$ cat src/rtl/mem_loader.sv
// Runtime loader for instruction (1024x16) and data (256x8) memories.
// Decodes a framed byte stream into registered single-cycle write strobes.
module mem_loader #(
    parameter logic [7:0] HDR_INSTR = 8'hA5,
    parameter logic [7:0] HDR_DATA  = 8'h5A,
    parameter logic [7:0] HDR_RUN   = 8'h3C
) (
    input  logic        clk,
    input  logic        reset,
    input  logic [7:0]  byte_in,
    input  logic        byte_valid,
    output logic        byte_ready,
    output logic        instr_wr_en,
    output logic [9:0]  instr_wr_addr,
    output logic [15:0] instr_wr_data,
    output logic        store_to_mem,
    output logic [7:0]  data_wr_addr,
    output logic [7:0]  datamem_wr_data,
    output logic        cpu_hold,
    output logic        load_done,
    output logic        frame_err
);

    typedef enum logic [2:0] {
        IDLE,
        I_AHI,
        I_ALO,
        COUNT,
        I_PHI,
        I_PLO,
        D_ADDR,
        D_PAY
    } state_t;

    state_t      state, state_nx;
    logic        is_instr, is_instr_nx;
    logic [9:0]  addr, addr_nx;
    logic [8:0]  items, items_nx;
    logic [7:0]  hi, hi_nx;
    logic        fire;

    logic        instr_wr_en_nx;
    logic [9:0]  instr_wr_addr_nx;
    logic [15:0] instr_wr_data_nx;
    logic        store_to_mem_nx;
    logic [7:0]  data_wr_addr_nx;
    logic [7:0]  datamem_wr_data_nx;
    logic        cpu_hold_nx;
    logic        load_done_nx;
    logic        frame_err_nx;

    // The loader never back-pressures; every valid byte is consumed.
    assign byte_ready = 1'b1;
    assign fire       = byte_valid && byte_ready;

    always_ff @(posedge clk) begin
        if (reset) begin
            state           <= IDLE;
            is_instr        <= 1'b0;
            addr            <= '0;
            items           <= '0;
            hi              <= '0;
            instr_wr_en     <= 1'b0;
            instr_wr_addr   <= '0;
            instr_wr_data   <= '0;
            store_to_mem    <= 1'b0;
            data_wr_addr    <= '0;
            datamem_wr_data <= '0;
            cpu_hold        <= 1'b1;
            load_done       <= 1'b0;
            frame_err       <= 1'b0;
        end else begin
            state           <= state_nx;
            is_instr        <= is_instr_nx;
            addr            <= addr_nx;
            items           <= items_nx;
            hi              <= hi_nx;
            instr_wr_en     <= instr_wr_en_nx;
            instr_wr_addr   <= instr_wr_addr_nx;
            instr_wr_data   <= instr_wr_data_nx;
            store_to_mem    <= store_to_mem_nx;
            data_wr_addr    <= data_wr_addr_nx;
            datamem_wr_data <= datamem_wr_data_nx;
            cpu_hold        <= cpu_hold_nx;
            load_done       <= load_done_nx;
            frame_err       <= frame_err_nx;
        end
    end

    always_comb begin
        state_nx           = state;
        is_instr_nx        = is_instr;
        addr_nx            = addr;
        items_nx           = items;
        hi_nx              = hi;
        instr_wr_en_nx     = 1'b0;
        instr_wr_addr_nx   = instr_wr_addr;
        instr_wr_data_nx   = instr_wr_data;
        store_to_mem_nx    = 1'b0;
        data_wr_addr_nx    = data_wr_addr;
        datamem_wr_data_nx = datamem_wr_data;
        cpu_hold_nx        = cpu_hold;
        load_done_nx       = 1'b0;
        frame_err_nx       = frame_err;

        if (fire) begin
            unique case (state)
                IDLE: begin
                    if (byte_in == HDR_INSTR) begin
                        state_nx    = I_AHI;
                        is_instr_nx = 1'b1;
                        cpu_hold_nx = 1'b1;
                    end else if (byte_in == HDR_DATA) begin
                        state_nx    = D_ADDR;
                        is_instr_nx = 1'b0;
                        cpu_hold_nx = 1'b1;
                    end else if (byte_in == HDR_RUN) begin
                        cpu_hold_nx = 1'b0;
                    end else begin
                        frame_err_nx = 1'b1;
                    end
                end
                I_AHI: begin
                    addr_nx  = {byte_in[1:0], 8'h00};
                    state_nx = I_ALO;
                end
                I_ALO: begin
                    addr_nx[7:0] = byte_in;
                    state_nx     = COUNT;
                end
                D_ADDR: begin
                    addr_nx  = {2'b00, byte_in};
                    state_nx = COUNT;
                end
                COUNT: begin
                    // A zero count encodes a full 256-item burst.
                    items_nx = (byte_in == 8'h00) ? 9'd256 : {1'b0, byte_in};
                    state_nx = is_instr ? I_PHI : D_PAY;
                end
                I_PHI: begin
                    hi_nx    = byte_in;
                    state_nx = I_PLO;
                end
                I_PLO: begin
                    instr_wr_en_nx   = 1'b1;
                    instr_wr_addr_nx = addr;
                    instr_wr_data_nx = {hi, byte_in};
                    addr_nx          = addr + 10'd1;
                    items_nx         = items - 9'd1;
                    if (items == 9'd1) begin
                        load_done_nx = 1'b1;
                        state_nx     = IDLE;
                    end else begin
                        state_nx = I_PHI;
                    end
                end
                D_PAY: begin
                    store_to_mem_nx    = 1'b1;
                    data_wr_addr_nx    = addr[7:0];
                    datamem_wr_data_nx = byte_in;
                    addr_nx            = {2'b00, addr[7:0] + 8'd1};
                    items_nx           = items - 9'd1;
                    if (items == 9'd1) begin
                        load_done_nx = 1'b1;
                        state_nx     = IDLE;
                    end
                end
                default: state_nx = IDLE;
            endcase
        end
    end

endmodule

$ cat config.mk
export PLATFORM = sky130hd
export DESIGN_NAME = mem_loader
export DESIGN_NICKNAME = d
export VERILOG_FILES = /design/src/rtl/mem_loader.sv
export SDC_FILE = /design/constraint.sdc
export NUM_CORES = 1
export LEC_CHECK = 0
export BUFFER_PORTS_ARGS = -buffer_cell sky130_fd_sc_hd__buf_2
export CAP_MARGIN = 20
export CORE_ASPECT_RATIO = 1.1
export CORE_UTILIZATION = 40
export DETAILED_ROUTE_END_ITERATION = 10
export PLACE_DENSITY_LB_ADDON = 0.05
export SLEW_MARGIN = 30
export SYNTH_ARGS = -nofsm -noshare
export SYNTH_HDL_FRONTEND = slang
export SYNTH_SLANG_ARGS = --single-unit
$ cat constraint.sdc
create_clock -name clk -period 1.7 [get_ports clk]
set_input_delay 0.34 -clock clk [delete_from_list [all_inputs] [get_ports clk]]
set_output_delay 0.34 -clock clk [all_outputs]
set_load 0.02 [all_outputs]
# [Word-level counts from Yosys, hierarchy flattened]
# Index checks and enable logic that the tools add are counted.
[classes] addsub=3 n_eq_ne=13 muxes=18 n_bitwise=5 reduce_logical=22
[op_table] operator="$pmux 8 s4" n=1
[op_table] operator="$pmux 3 s7" n=1
[op_table] operator="$pmux 9 s2" n=1
[op_table] operator="$eq 3x3->1 const B" n=4
[op_table] operator="$mux 3" n=4
[op_table] operator="$reduce_and 2->1" n=6
[op_table] operator="$add 10x1->10 const B" n=1
[op_table] operator="$eq 9x1->1 const B" n=1
[op_table] operator="$mux 9" n=1
[op_table] operator="$reduce_and 3->1" n=3
[op_table] operator="$sub 9x1->9 const B" n=1
[op_table] operator="$add 8x1->8 const B" n=1
[op_table] operator="$eq 8x6->1 const B" n=1
[op_table] operator="$eq 8x7->1 const B" n=1
[op_table] operator="$eq 8x8->1 const B" n=1
[op_table] operator="$logic_not 8->1" n=1
[op_table] operator="$mux 1" n=8
[op_table] operator="$reduce_or 2->1" n=4
[op_table] operator="$eq 3x2->1 const B" n=2
[op_table] operator="$pmux 2 s3" n=1
[op_table] operator="$reduce_bool 3->1" n=2
[op_table] operator="$not 1->1" n=5
[op_table] operator="$reduce_and 5->1" n=1
[op_table] operator="$reduce_bool 2->1" n=2
[op_table] operator="other kinds (7)" n=7
[word_totals] ff_bits=78 wordCells=76

# [Logic depth before layout (Yosys ltp)]
[depth] depth_word=4 ltp_mapped=8

# [Worst setup path before layout]
# No wires, ideal clock.
[synth_timing] kind="input to register" from="input port byte_in[3]" to="register state[2]" setup_time_ns=0.070 t_arrival_ns=1.545 required_ns=1.630 slack_ns=0.084 stages=6 n_path_buf=1 path_cell_list="buf_4 nor4_4 and4_4 o31a_4 or3b_1 a21oi_1"
[synth_between] elab_chain_len=3 word_cells_on_any_way=6 classes_between="3 x eq/ne; 2 x mux; 1 x reduce/logical"
[synth_rtl] element="from (decl)" line_no="10" source="input logic [7:0] byte_in,"
[synth_rtl] element="$eq 8x8->1 / $eq 8x7->1 (equally long branches)" line_no="109, 113"
[synth_rtl] element="$mux 3 / $ne 3x3->1 (equally long branches)"
[synth_rtl] element="$pmux 3 s7 / $reduce_and 3->1 (equally long branches)"
[synth_rtl] element="to (signal assigned)" line_no="73" source="state <= state_nx;"
[synth_rtl] element="to (decl)" line_no="35" source="state_t state, state_nx;"
# Several ways; a longest one is shown, not always the timed one.
# A chain may end at the register's enable or synchronous reset.

# [Final worst setup path]
[layout_timing] from="register items[1]" to="register state[1]"
[layout_between] elab_chain_len=3
[layout_rtl] element="from (decl)" line_no="38" source="logic [8:0] items, items_nx;"
[layout_rtl] element="from (signal assigned)" line_no="76" source="items <= items_nx;"
[layout_rtl] element="$eq 9x1->1" line_no="163" source="if (items == 9'd1) begin"
[layout_rtl] element="$ne 2x2->1 (no source line)"
[layout_rtl] element="$reduce_and 3->1 (no source line)"
# No other way between the ends.

==> results.cfg <==
[run_status]
status = completed

[synth]
synth_edf_count = 0
yosysTopAreaCellShare = 0.434
synth_nets = 494
synthFlopType = dfxtp_1
netlist_area_sq_um = 3600
syn_inst = 480
synth_area_leaders = dfxtp_1 43%, nand2_1 14%, a21oi_1 9.7%
ys_types = 54
synth_area_leader_cell = dfxtp_1
yosysSeqAreaShare = 0.434
async_flop_share = 0
ys_ff_latch = 78
yosys_warnings = 0
synth.avg_cell_area_sq_um = 7.49

[route]
vias = 3548
dr.max_layer_used = met4
firstDrtPassIters = 4
wl_met2_mm = 4.73
vias_per_cell = 5.27
wl_met3_um = 370
routedLengthMet1_mm = 4.64
routedWlPerCell_um = 14.8
route.detailed.drc = 0
drt_wl_total_mm = 9.97
drt_iter0_drc = 188
ant_nets = 0

[sta]
grt_setup_unrepaired = yes
timing.final.ws_setup_ps = 82.6
setup_viol = 0
fmax_ghz = 0.618
fin_crit_ps = 1620
slew_violations = 0
worstMarginPinSlew_ps = 497
max-slew-margin-rel = 0.666
timing.final.crit_share = 0.951
skew_ps = 9.96
hold_viol = 0

[finish]
fin_nets = 571
multi_input_area_sq_um = 1820
post_route_cells_drive_above_1_share = 0.254
final_common_cell = nand2_1
regArea_sq_um = 1570
area_growth_pct = 24.0
num_antenna_cells = 0
layout_common_cells = 132 x nand2_1, 72 x dfxtp_1, 70 x a21oi_1
fillerInstances = 876

[floorplanning]
io_pins = 59
fp.dieH_um = 101
die_w_um = 92.4
fp-row-count = 35
coreArea_sq_um = 8540
die-area_sq_um = 9370
initial_core_util = 0.421

[clock_network]
cts_tree = built
htreeDepth = 3
clkTransAtPathRegs_ps = 90
cts_root_buf = clkbuf_8
clk_path_buf_depth = 2
hold_buffers = 0
cts_buffers = 9
clk_latency_ps = 360
cts.sinks = 78

[place]
gp_congestion = 0.941
hpwl_mm = 7.00
dpl_worst_slack_ps = -6.78
io_buffer_count = 57

[global_route]
antenna_found_initial = 0
overflow = 0
grt_max_degree = 78
track_usage = 0.224
grt_pass1_vias = 3350
grt_pass1_wl_mm = 16.4

[job]
drv_cap = 0

[setup_path]
start_kind = register
cp.arrival_ps = 1850
crit_type = reg2reg
end_kind = register
cp_max_fo = 3
worstPathRequired_ps = 1940

[pwr]
powerDensity_nw_per_um2 = 794
total_power_w = 0.00354
leakage_nw = 1.73
irDropWorstVdd_uv = 393

[min_path]
min_path_type = in2reg
through the flow:
step	setup TNS (ps)	utilization	cells	area, sq um	hold slack [ps]
finish	0	0.522	673	4460	267
global route	-16.1	0.522	673	4460	272
CTS	0	0.518	672	4420	255
detailed placement	-9.36	0.493	656	4210	445
global placement	-28.0	0.493	656	4210	440
floorplan	0	-	480	3600	432
worst paths after layout:
path / startpoint / to / slack [ps] / depth (start not counted)
min reg2reg: data_wr_addr[1]$_SDFFE_PP0P_ / data_wr_addr[1]$_SDFFE_PP0P_ / 460 / 2
max: items[1]$_SDFFE_PP0P_ / state[1]$_SDFFE_PP0P_ / 80 / 7
max reg2reg: items[1]$_SDFFE_PP0P_ / state[1]$_SDFFE_PP0P_ / 80 / 7
min: byte_in[4] / instr_wr_data[4]$_SDFFE_PP0P_ / 270 / 3
kinds of logic (layout without fill, tap and decap cells):
kind of cell             count (synthesis)  in the layout  share of synthesized area
AND/OR/NAND/NOR                        219            219                      0.279
multiplexers                             1              1                    0.00278
buffers and inverters                   51            133                     0.0654
AO/OA/AOI/OAI                          123            123                      0.198
flip-flops                              78             78                      0.434
adder cells (fa/ha/maj)                  3              3                     0.0104
XOR/XNOR                                 4              4                    0.00974
other                                    1              1                    0.00104
where the power goes:
part | leakage (nW) | switching (W) | internal, W
sequential | 0.631 | 0.0000109 | 0.00183
combinational | 1.00 | 0.000122 | 0.0000728
clock | 0.101 | 0.000790 | 0.000711
total | 1.73 | 0.000923 | 0.00262
what timing repair did:
action / 4_1_cts / 5_1_grt
setup endpoints to repair: 0 / 34
gates resized for setup: 0 / 11
setup buffers: 0 / 1
flip-flops by register name, summed over array words and instances (netlist names):
name,flops
addr,10
cpu_hold,1
data_wr_addr,8
datamem_wr_data,8
frame_err,1
hi,8
instr_wr_addr,10
instr_wr_data,16
instr_wr_en,1
is_instr,1
items,9
load_done,1
state,3
store_to_mem,1
critical path, stage by stage, from the launching register on:
cell and delay (ps):
dfxtp_2 340, inv_2 70, ha_4 110, or4b_4 470
o211ai_1 280, nand2_1 110, nand2_1 70, a21oi_1 60
per-layer routing:
metal,track usage,vias up
li1,-,1791
met1,0.292,1656
met2,0.366,83
met3,0.0338,18
met4,0.102,0
met5,0,-
area by class of cell:
class,count,area share
inverters,8,0.00673
clock buffers,9,0.0278
repair buffers,109,0.154
flip-flops and latches,78,0.352
clock inverters,7,0.0202
well taps,111,0.0311
multi-input cells,351,0.408
Yosys cell counts, drive strengths merged (2+ instances only):
library cell and number:
clkbuf 22, nor3 10, o211ai 3, or3 2, a22oi 6, nand2b 2, nor4 7, dfxtp 78
o22ai 6, o21ai 19, nand2 132, nor2 30, ha 3, and3 3, a211oi 4, a31oi 3
a21oi 70, or3b 2, nand4 2, nor2b 2, nand3 14, xor2 3, o21a 2, and2 4
buf 21, a221oi 2, inv 8
(Power assumes the default switching activity.)
